### config.mk
export PLATFORM = sky130hd
export DESIGN_NAME = matmul_result_buffer
export DESIGN_NICKNAME = d
export VERILOG_FILES = /design/src/rtl/matmul_result_buffer.sv
export SDC_FILE = /design/constraint.sdc
export NUM_CORES = 1
export LEC_CHECK = 0
export CAP_MARGIN = 20
export CORE_MARGIN = 2
export CORE_UTILIZATION = 40
export DETAILED_ROUTE_END_ITERATION = 16
export GPL_TIMING_DRIVEN = 0
export PLACE_DENSITY = 0.66
export SKIP_LAST_GASP = 1
export SYNTH_ARGS = -nofsm -noshare
export SYNTH_HDL_FRONTEND = slang
export SYNTH_SLANG_ARGS = --single-unit
### constraint.sdc
create_clock -name clk_i -period 2.4 [get_ports clk_i]
set_input_delay 0.36 -clock clk_i [delete_from_list [all_inputs] [get_ports clk_i]]
set_output_delay 0.36 -clock clk_i [all_outputs]
set_load 0.02 [all_outputs]
### src/rtl/matmul_result_buffer.sv
// Captures a finished matrix-multiply result into one of several scratchpad slots,
// one element per cycle, and serves element reads plus a full-slot view of any slot.
module matmul_result_buffer #(
    parameter int DATA_WIDTH  = 8,
    parameter int BUS_WIDTH   = 16,
    parameter int SP_NTARGETS = 4,
    localparam int MAX_DIM    = BUS_WIDTH / DATA_WIDTH,
    localparam int NELEM      = MAX_DIM * MAX_DIM
) (
    input  logic                       clk_i,
    input  logic                       rst_ni,
    input  logic                       finish_mul_i,
    input  logic [NELEM*BUS_WIDTH-1:0] c_matrix_i,
    input  logic [NELEM-1:0]           flags_i,
    input  logic [1:0]                 wr_slot_i,
    input  logic [1:0]                 rd_slot_i,
    input  logic                       rd_req_i,
    input  logic [3:0]                 rd_addr_i,
    output logic                       rd_ready_o,
    output logic [BUS_WIDTH-1:0]       rd_data_o,
    output logic                       rd_valid_o,
    output logic [NELEM*BUS_WIDTH-1:0] c_matrix_o,
    output logic [NELEM-1:0]           flags_o,
    output logic                       finish_write_o,
    output logic                       busy_o,
    output logic                       dropped_o
);
    localparam int CW = (NELEM > 1) ? $clog2(NELEM) : 1;
    localparam int SW = (SP_NTARGETS > 1) ? $clog2(SP_NTARGETS) : 1;

    typedef enum logic [1:0] {S_IDLE, S_WRITE, S_DONE} state_t;

    state_t                     r_state;
    state_t                     w_state_next;
    logic                       w_fw_next;
    logic                       r_finish_write;
    logic                       r_fin_prev;
    logic                       r_armed;
    logic                       r_dropped;
    logic [NELEM*BUS_WIDTH-1:0] r_sh_data;
    logic [NELEM-1:0]           r_sh_flags;
    logic [SW-1:0]              r_sh_slot;
    logic [CW-1:0]              r_cnt;
    logic [BUS_WIDTH-1:0]       r_mem [SP_NTARGETS][NELEM];
    logic [NELEM-1:0]           r_flags [SP_NTARGETS];
    logic                       r_rd_valid;
    logic [BUS_WIDTH-1:0]       r_rd_data;

    logic                       w_rise;
    logic                       w_last;
    logic                       w_slot_ok;
    logic                       w_addr_ok;
    logic [SW-1:0]              w_rd_slot;
    logic [CW-1:0]              w_rd_addr;
    logic [BUS_WIDTH-1:0]       w_sh_elem;

    // r_armed stays low after reset until finish_mul_i has been seen low, so a
    // level still high from before reset cannot masquerade as a new edge.
    assign w_rise    = finish_mul_i & ~r_fin_prev & r_armed;
    assign w_last    = (32'(r_cnt) == NELEM - 1);
    assign w_slot_ok = (32'(rd_slot_i) < SP_NTARGETS);
    assign w_addr_ok = (32'(rd_addr_i) < NELEM);
    assign w_rd_slot = rd_slot_i[SW-1:0];
    assign w_rd_addr = rd_addr_i[CW-1:0];
    assign w_sh_elem = r_sh_data[32'(r_cnt)*BUS_WIDTH +: BUS_WIDTH];

    always_ff @(posedge clk_i or negedge rst_ni) begin
        if (!rst_ni) begin
            r_state        <= S_IDLE;
            r_finish_write <= 1'b0;
        end else begin
            r_state        <= w_state_next;
            r_finish_write <= w_fw_next;
        end
    end

    always_comb begin
        w_state_next = r_state;
        w_fw_next    = 1'b0;
        case (r_state)
            S_IDLE:  if (w_rise) w_state_next = S_WRITE;
            S_WRITE: if (w_last) begin
                         w_state_next = S_DONE;
                         w_fw_next    = 1'b1;
                     end
            S_DONE:  w_state_next = S_IDLE;
            default: w_state_next = S_IDLE;
        endcase
    end

    always_ff @(posedge clk_i or negedge rst_ni) begin
        if (!rst_ni) begin
            r_fin_prev <= 1'b0;
            r_armed    <= 1'b0;
            r_dropped  <= 1'b0;
            r_sh_data  <= '0;
            r_sh_flags <= '0;
            r_sh_slot  <= '0;
            r_cnt      <= '0;
            r_rd_valid <= 1'b0;
            r_rd_data  <= '0;
            for (int s = 0; s < SP_NTARGETS; s++) begin
                r_flags[s] <= '0;
                for (int e = 0; e < NELEM; e++) r_mem[s][e] <= '0;
            end
        end else begin
            r_fin_prev <= finish_mul_i;
            r_armed    <= r_armed | ~finish_mul_i;
            if (w_rise && r_state != S_IDLE) r_dropped <= 1'b1;
            if (w_rise && r_state == S_IDLE) begin
                r_sh_data  <= c_matrix_i;
                r_sh_flags <= flags_i;
                r_sh_slot  <= wr_slot_i[SW-1:0] & SW'(SP_NTARGETS - 1);
                r_cnt      <= '0;
            end
            if (r_state == S_WRITE) begin
                r_mem[r_sh_slot][r_cnt] <= w_sh_elem;
                r_cnt                   <= r_cnt + 1'b1;
                if (w_last) r_flags[r_sh_slot] <= r_sh_flags;
            end
            r_rd_valid <= (r_state == S_IDLE) && rd_req_i;
            if (r_state == S_IDLE && rd_req_i)
                r_rd_data <= (w_slot_ok && w_addr_ok) ? r_mem[w_rd_slot][w_rd_addr] : '0;
        end
    end

    generate
        for (genvar gi = 0; gi < NELEM; gi++) begin : g_cview
            assign c_matrix_o[(gi+1)*BUS_WIDTH-1 -: BUS_WIDTH] =
                w_slot_ok ? r_mem[w_rd_slot][gi] : '0;
        end
    endgenerate

    assign flags_o        = w_slot_ok ? r_flags[w_rd_slot] : '0;
    assign rd_ready_o     = (r_state == S_IDLE);
    assign busy_o         = (r_state != S_IDLE);
    assign finish_write_o = r_finish_write;
    assign rd_valid_o     = r_rd_valid;
    assign rd_data_o      = r_rd_data;
    assign dropped_o      = r_dropped;
endmodule
Yosys cells after proc, flatten, opt, wreduce, memory -nomap -nowiden
Index checks and enable logic that the tools add are counted.
Storage, ports and cells
  register bits: 367
  bits in latches: 0
  RAM bits: 0
  memory bits (read-only): 0
  input bits: 80
  output and inout port bits: 89
  word-level logic and storage cells: 88
  memories: 0
Operators by class
  $add $sub $neg: 1
  $mul: 0
  divide/modulo/power cells: 0
  magnitude comparators: 7
  equal/unequal tests: 4
  shifts and indexed selects: 1
  muxes and demuxes: 25
  bitwise gates (word level): 9
  reductions and logical operators: 10
Operators by type and width (count)
  bitwise mux 256 bit: 1
  two-way mux 64 bit: 3
  binary-select mux 64 bit (select 2 bit): 1
  demux 64 bit (select 2 bit): 1
  two-way mux 16 bit: 4
  indexed part select 64 x 7 -> 16 bit: 1
  binary-select mux 16 bit (select 2 bit): 1
  demux 16 bit (select 2 bit): 1
  bitwise mux 16 bit: 1
  >= comparator 3 bit, second input constant: 4
  two-way mux 4 bit: 3
  NOT 2 -> 3 bit: 4
  binary-select mux 4 bit (select 2 bit): 1
  demux 4 bit (select 2 bit): 1
  two-way mux 2 bit: 4
  < comparator 3 x 1 -> 1 bit, second input constant: 2
  logical AND 1 bit: 5
  < comparator 4 x 3 -> 1 bit, second input constant: 1
  case mux 2 bit (2 select lines): 1
  AND reduction 2 bit: 2
  nonzero test 2 bit: 2
  adder 2 x 1 -> 2 bit, second input constant: 1
  AND 1 bit: 2
  == test 2 x 1 -> 1 bit, second input constant: 1
  7 further kinds: 9

Depth between registers and ports, before layout
Gate-level depths: netlist (run 1).
  depth after elaboration: 8
  gate-level depth with buffers: 8
  mapped depth without buffers: 6

Least setup slack after synthesis (run 1)
Ideal clock, no wire load.
  kind: input port to output port
  start: input port rd_slot_i[0]
  end: output port c_matrix_o[0]
  arrival time: 1.798 ns
  required time: 2.040 ns
  slack: 0.242 ns
  stages: 5
  buffers on the path: 4
  cell sequence: buf_6 -> buf_4 -> buf_2 -> buf_4 -> mux4_2
On the way
  cells in the longest elaborated chain, start to end: 4
Ends and longest elaborated chain
  from (decl): RTL line 16  | input logic [1:0] rd_slot_i,
  NOT 2 -> 3 bit (implied by the code): RTL line 130  | w_slot_ok ? r_mem[w_rd_slot][gi] : '0;
  binary-select mux 64 bit (select 2 bit): RTL line 130
  two-way mux 64 bit
  two-way mux 64 bit (implied by the code): RTL line 130
  to (decl): RTL line 22  | output logic [NELEM*BUS_WIDTH-1:0] c_matrix_o,
Every way passes these cells. The select of a mux whose other input is x is not followed.

Worst setup path after layout (run 1)
  start: input port rd_slot_i[1]
  end: output port c_matrix_o[53]
On the way
  cells in the longest elaborated chain, start to end: 4
Ends and longest elaborated chain (RTL line)
  NOT 2 -> 3 bit (implied by the code): 130
  binary-select mux 64 bit (select 2 bit): 130
  two-way mux 64 bit (2 in a row)
Every way passes these cells. The select of a mux whose other input is x is not followed.

==> results of run 1 <==
## layer usage
| metal | track usage, % | vias up | routed length [um] |
|---|---|---|---|
| li1 | - | 4450 | - |
| met1 | 29.71 | 5678 | 20510 |
| met2 | 35.50 | 272 | 22950 |
| met3 | 3.530 | 66 | 2512 |
| met4 | 6.294 | 0 | 1127 |
| met5 | 0 | - | 0 |
## final timing paths
check | start | to | slack (ns) | cells after the start
worst max-delay path | rd_slot_i[1] | c_matrix_o[53] | 0.03 | 6
worst min-delay path | rst_ni | r_sh_data[2]$_DFFE_PN0P_ | 0.33 | 2
worst max register to register | r_cnt[1]$_DFFE_PN0P_ | r_mem[109]$_DFFE_PN0P_ | 0.11 | 8
worst min register to register | r_armed$_DFF_PN0_ | r_armed$_DFF_PN0_ | 0.48 | 1
max in group asynchronous | rst_ni | r_mem[250]$_DFFE_PN0P_ | 0.73 | 4
min in group clk_i | finish_mul_i | r_fin_prev$_DFF_PN0_ | 0.35 | 1
## final cells by class
cell class,instances,area (um2),area share (%)
sequential,367,9184,42.76
multi-input combinational,590,7914,36.85
timing repair buffer,182,1770,8.244
clock buffer,62,1257,5.855
tap,585,732.0,3.408
buffer,81,545.5,2.540
clock inverter,8,47.55,0.2214
inverter,6,22.52,0.1049
antenna,1,2.502,0.01165
## registers in the layout, summed over array words and instances, names as in the netlist
name / flops
r_armed: 1
r_fin_prev: 1
finish_write_o: 1
dropped_o: 1
r_mem: 256
r_sh_slot: 2
rd_valid_o: 1
r_state: 2
r_flags: 16
r_cnt: 2
r_sh_flags: 4
rd_data_o: 16
r_sh_data: 64
## power breakdown
part	leakage, nW	total [mW]	internal (mW)	switching (mW)
Clock	0.651	6.10	3.60	2.50
Sequential	4.61	10.9	9.01	1.86
Combinational	4.03	11.3	5.82	5.48
Total	9.29	28.3	18.4	9.83
## timing repair
action / 4_1_cts / 5_1_grt
buffers inserted: 12 / 1
endpoints found under the setup margin: 205 / 75
pin swaps: 9 / 1
cloned: 0 / 0
resized for setup: 118 / 14
hold endpoints to repair: 51 / 0
hold buffers: 1 / 0
## per-stage QoR
step / setup slack, ns / TNS (ns)
finish: 0.03494 / 0
global route: 0.0008396 / 0
CTS: 0.007497 / 0
detailed placement: -0.9949 / -114.50
global placement: -15.17 / -5662.22
floorplan: 0.2418 / 0
## layout by cell type, fill, tap and decap left out, types with 6 or more instances in the layout
cell type and n:
sky130_fd_sc_hd__buf_2 23, sky130_fd_sc_hd__clkbuf_16 43, sky130_fd_sc_hd__inv_1 6, sky130_fd_sc_hd__a221o_1 16, sky130_fd_sc_hd__clkinv_2 6, sky130_fd_sc_hd__dlygate4sd2_1 61, sky130_fd_sc_hd__clkbuf_8 11, sky130_fd_sc_hd__mux2_2 358
sky130_fd_sc_hd__mux4_2 140, sky130_fd_sc_hd__buf_4 28, sky130_fd_sc_hd__clkdlybuf4s50_1 103, sky130_fd_sc_hd__nand2_1 6, sky130_fd_sc_hd__clkbuf_1 29, sky130_fd_sc_hd__buf_6 15, sky130_fd_sc_hd__nor2_1 21, sky130_fd_sc_hd__dfrtp_1 367
sky130_fd_sc_hd__mux2i_1 16, sky130_fd_sc_hd__nor2_4 10
## cells by family (layout without fill, tap and decap cells)
family,count (synthesis),count (layout),synth area share [%]
multiplexers,514,514,42.09
flip-flops,367,367,52.63
buffers and inverters,88,339,2.488
AND/OR/NAND/NOR,52,52,1.441
AO/OA/AOI/OAI,20,20,1.068
adder cells (fa/ha/maj),4,4,0.2868
other,0,1,0
## worst max-delay path: cells and delay by family
kind	cells	cell delay, ns
mux	1	0.38
buf+inv	5	1.24
==> reports/qor.yml, run 1 <==
finalNetCount: 1353
post_drt_via_cell_ratio: 5.561
placed_area_um2: 19920
instance_count_of_the_mapped_netlist: 1045
dp_hpwl_um: 33010
worstPathCellList: "buf_6 > buf_6 > buf_6 > buf_4 > mux4_2 > dlygate4sd2_1"
crit_path_top_delay_cell: "sky130_fd_sc_hd__mux4_2"
grt.total_usage_pct: 21.60
syn_area_per_cell_um2: 16.70
synth_enable_flop_cells: 0
layout_min_cycle_time_ns: 2.365
wire_length_of_the_first_global_routing_pass_um: 71950
total_power_mw: 28.27
synth_top_area_share_pct: 52.63
final_util_pct: 49.85
io_pins: 169
worstPathRequired_ns: 2.04
min_path_type: "in2async"
coreArea_um2: 43080
outcome: "finished clean"
synth_seq_cells: 367
synth.lib_cells_used.distinct: 25
globalRouteOverflowTotal: 0
fin_cells: 1882
clk_latency_ns: 0.54
drt_iter0_markers: 645
largest_net_degree_at_the_start_of_global_routing: 120
cts_tree: "yes"
flow.area_growth_from_synthesis_pct: 23.07
dr.pass1.iters: 4
post-route-period-util_pct: 98.54
synth_warnings: 0
number_of_global_route_vias_before_repair: 11205
cell_total_after_placement: 1798
routed_antenna_nets: 0
power.density_nw_per_um2: 1316
globalplace.congestion: 0.7942
postSynth.asyncResetShare_pct: 100.0
synth.area.top_cells: "sky130_fd_sc_hd__dfrtp_1 (53%), sky130_fd_sc_hd__mux2_2 (23%), sky130_fd_sc_hd__mux4_2 (18%), sky130_fd_sc_hd__buf_2 (1.3%), sky130_fd_sc_hd__a221o_1 (0.92%)"
timing.critical_path.to_type: "output port"
cts_root_buffer: "sky130_fd_sc_hd__clkbuf_16"
commonest_cells_in_the_netlist: "sky130_fd_sc_hd__dfrtp_1 (367), sky130_fd_sc_hd__mux2_2 (358), sky130_fd_sc_hd__mux4_2 (140), sky130_fd_sc_hd__buf_2 (44), sky130_fd_sc_hd__clkbuf_1 (28)"
critical_path_class: "in2out"
fin_worst_hold_slack_ns: 0.3341
die-area_um2: 45310
yosysSeqAreaShare_pct: 52.63
worstPathMaxFanout: 10
syn_nets: 1129
routed_wire_length_um: 47100
port_buffers: 165
numCtsBuffers: 41
yosys_most_used_dff: "sky130_fd_sc_hd__dfrtp_1"
crit_path_max_incr_delay_ns: 0.38
clk_pin_slew_ns: 0.06
htree_levels: 2
timing.critical_path.from_type: "primary input"
worst_clock_skew_ns: 0.01576
clock_sink_count: 367
maxClockFrequency_ghz: 0.4228
share_of_cells_above_drive_strength_1_pct: 50.39
site_row_count: 76
library_cell_with_the_highest_instance_count_after_synthesis: "sky130_fd_sc_hd__dfrtp_1"
timing.max_cap.violations: 0
post_synthesis_instance_area_um2: 17450
wl_per_cell_um: 25.03
die_w_um: 212.9
timing_hold_violations_final: 0
cellLeakagePower_nw: 9.291
timing.final.max_slew_violations: 0
die_h_um: 212.9
synth_top_cell_by_area: "sky130_fd_sc_hd__dfrtp_1"
timing.critical_path.mode_cell: "sky130_fd_sc_hd__buf_6"
transition_time_at_the_pin_with_the_least_slew_margin_ns: 1.125
route.detailed.drc: 0
max-slew-margin-rel_pct: 25.00
rsz0062_at_grt: "no"
peakVddDrop_mv: 0.6815
post-route-cell-area_um2: 21480
nFillCells: 3694
timing.final.setup_violations: 0
clk_path_buf_depth: 3
grt_antenna_before_repair: 0
worst-endpoint-arrival_ns: 2.01
floorplan.initialDensity_pct: 40.51
detailroute.via_count: 10466
Note: power is estimated with default switching activity, not from simulation.
==> run 2, diff against run 1 <==
- CORE_ASPECT_RATIO: not set -> 0.5
- CORE_UTILIZATION: 40 -> 45
- GPL_TIMING_DRIVEN: 0 -> 1
- PLACE_DENSITY: 0.66 -> 0.72
==> run 2 against run 1 <==
- die area decreased by 11%
- clock-buffer cell count decreased by 16
- sequential share of layout area increased by 0.32 points
- utilization increased by 6.6 points
- highest routed layer unchanged
==> reports/qor.yml, run 2 (synthesis results as in run 1) <==
wire_length_of_the_first_global_routing_pass_um: 68160
htree_levels: 2
worstPathCellList: "mux4_2 > clkdlybuf4s50_1"
number_of_global_route_vias_before_repair: 11153
crit_cells: 2
clock_sink_count: 367
grt_antenna_before_repair: 1
floorplan.initialDensity_pct: 46.18
clk_latency_ns: 0.54
crit_buf_inv: 1
cts_tree: "yes"
transition_time_at_the_pin_with_the_least_slew_margin_ns: 0.4787
layout_common_cells: "sky130_fd_sc_hd__dfrtp_1 (367), sky130_fd_sc_hd__mux2_2 (358), sky130_fd_sc_hd__clkdlybuf4s50_1 (152), sky130_fd_sc_hd__mux4_2 (140), sky130_fd_sc_hd__buf_4 (41)"
reg.largest.list: "r_mem x256, r_sh_data x64"
largest_register: "r_mem"
flow.area_growth_from_synthesis_pct: 22.16
globalplace.congestion: 0.8332
numCtsBuffers: 36
fin_cells: 1779
placed_area_um2: 20060
largest_delay_share_family_worst_path: "buffers and inverters"
worstPathMaxFanout: 3
cell_total_after_placement: 1710
routed_wire_length_um: 43850
timing.reg2reg.worst_path_depth: 7
timing.final.setup_violations: 0
timing.max_cap.violations: 0
dp_hpwl_um: 29770
layout_min_cycle_time_ns: 2.367
wl_per_cell_um: 24.65
grt.total_usage_pct: 22.43
worst-endpoint-arrival_ns: 2.01
crit_path_top_delay_cell: "sky130_fd_sc_hd__clkdlybuf4s50_1"
crit_path_max_incr_delay_ns: 0.56
outcome: "finished clean"
worstPathRequired_ns: 2.04
post-route-period-util_pct: 98.62
post_placement_setup_slack_ns: 0.06220
totalNegativeSetupSlack_ns: 0
clk_pin_slew_ns: 0.06
globalRouteOverflowTotal: 0
final_util_pct: 56.41
maxClockFrequency_ghz: 0.4225
worst_clock_skew_ns: 0.02146
max-slew-margin-rel_pct: 68.08
post-route-cell-area_um2: 21320
coreArea_um2: 37790
largest_net_degree_at_the_start_of_global_routing: 89
cts_setup_buffers: 0
die_h_um: 143.2
critical_path_class: "reg2out"
timing_hold_violations_final: 0
timing.final.max_slew_violations: 0
power.density_nw_per_um2: 1323
die-area_um2: 40470
largest_register_ff_count: 256
routed_antenna_nets: 0
rsz0062_at_grt: "no"
cts_root_buffer: "sky130_fd_sc_hd__clkbuf_16"
layout_commonest_cell: "sky130_fd_sc_hd__dfrtp_1"
detailroute.via_count: 10265
site_row_count: 50
route.detailed.drc: 0
share_of_cells_above_drive_strength_1_pct: 50.80
cellLeakagePower_nw: 9.130
dr.pass1.iters: 4
min_path_type: "in2async"
timing.critical_path.to_type: "output port"
peakVddDrop_mv: 0.6340
finalNetCount: 1313
post_drt_via_cell_ratio: 5.770
port_buffers: 168
drt_iter0_markers: 801
die_w_um: 282.5
io_pins: 169
timing.critical_path.from_type: "flip-flop"
final.setup.worst_slack_ns: 0.03320
nFillCells: 2882
clk_path_buf_depth: 3
## run 2: where the power goes
| part | internal [mW] | switching [mW] | total [mW] |
|---|---|---|---|
| combinational | 6.03 | 5.29 | 11.3 |
| sequential | 9.00 | 2.03 | 11.0 |
| clock | 3.36 | 2.49 | 5.85 |
| total | 18.4 | 9.81 | 28.2 |
## run 2: worst paths after layout
kind,from,slack [ns],end
min,rst_ni,0.35,r_sh_data[0]$_DFFE_PN0P_
max in group asynchronous,rst_ni,1.21,r_mem[61]$_DFFE_PN0P_
max,r_mem[23]$_DFFE_PN0P_,0.03,c_matrix_o[39]
min in group clk_i,finish_mul_i,0.35,r_fin_prev$_DFF_PN0_
min reg2reg,r_armed$_DFF_PN0_,0.46,r_armed$_DFF_PN0_
max reg2reg,r_state[0]$_DFFE_PN0P_,0.41,r_mem[199]$_DFFE_PN0P_
## run 2: area by class of cell
cell class / instances / area [um2] / area share, %
inverters: 6 / 22.52 / 0.1057
multi-input cells: 590 / 7848 / 36.81
diodes: 3 / 7.507 / 0.03522
repair buffers: 228 / 2394 / 11.23
flip-flops and latches: 367 / 9184 / 43.08
clock inverters: 19 / 191.4 / 0.8980
well taps: 520 / 650.6 / 3.052
clock buffers: 46 / 1020 / 4.784
## run 2: through the flow
step | hold WS [ns] | power [mW]
2_1_floorplan | 0.06441 | 17.93
3_3_place_gp | 0.3134 | 21.85
3_5_place_dp | 0.3320 | 22.41
4_1_cts | 0.3339 | 28.33
5_1_grt | 0.3478 | 29.61
6_report | 0.3493 | 28.20
## run 2: layer usage
metal / global-route usage [%] / up-vias / wire [um]
met5: 0 / - / 0
met4: 6.154 / 0 / 1005
met3: 3.992 / 62 / 1975
met2: 36.49 / 242 / 21430
met1: 31.29 / 5582 / 19440
li1: - / 4379 / -
## run 2: what timing repair did
action	CTS	global route
setup endpoints to repair	4	10
resized for setup	3	10
hold endpoints to repair	47	0
hold buffers	1	0
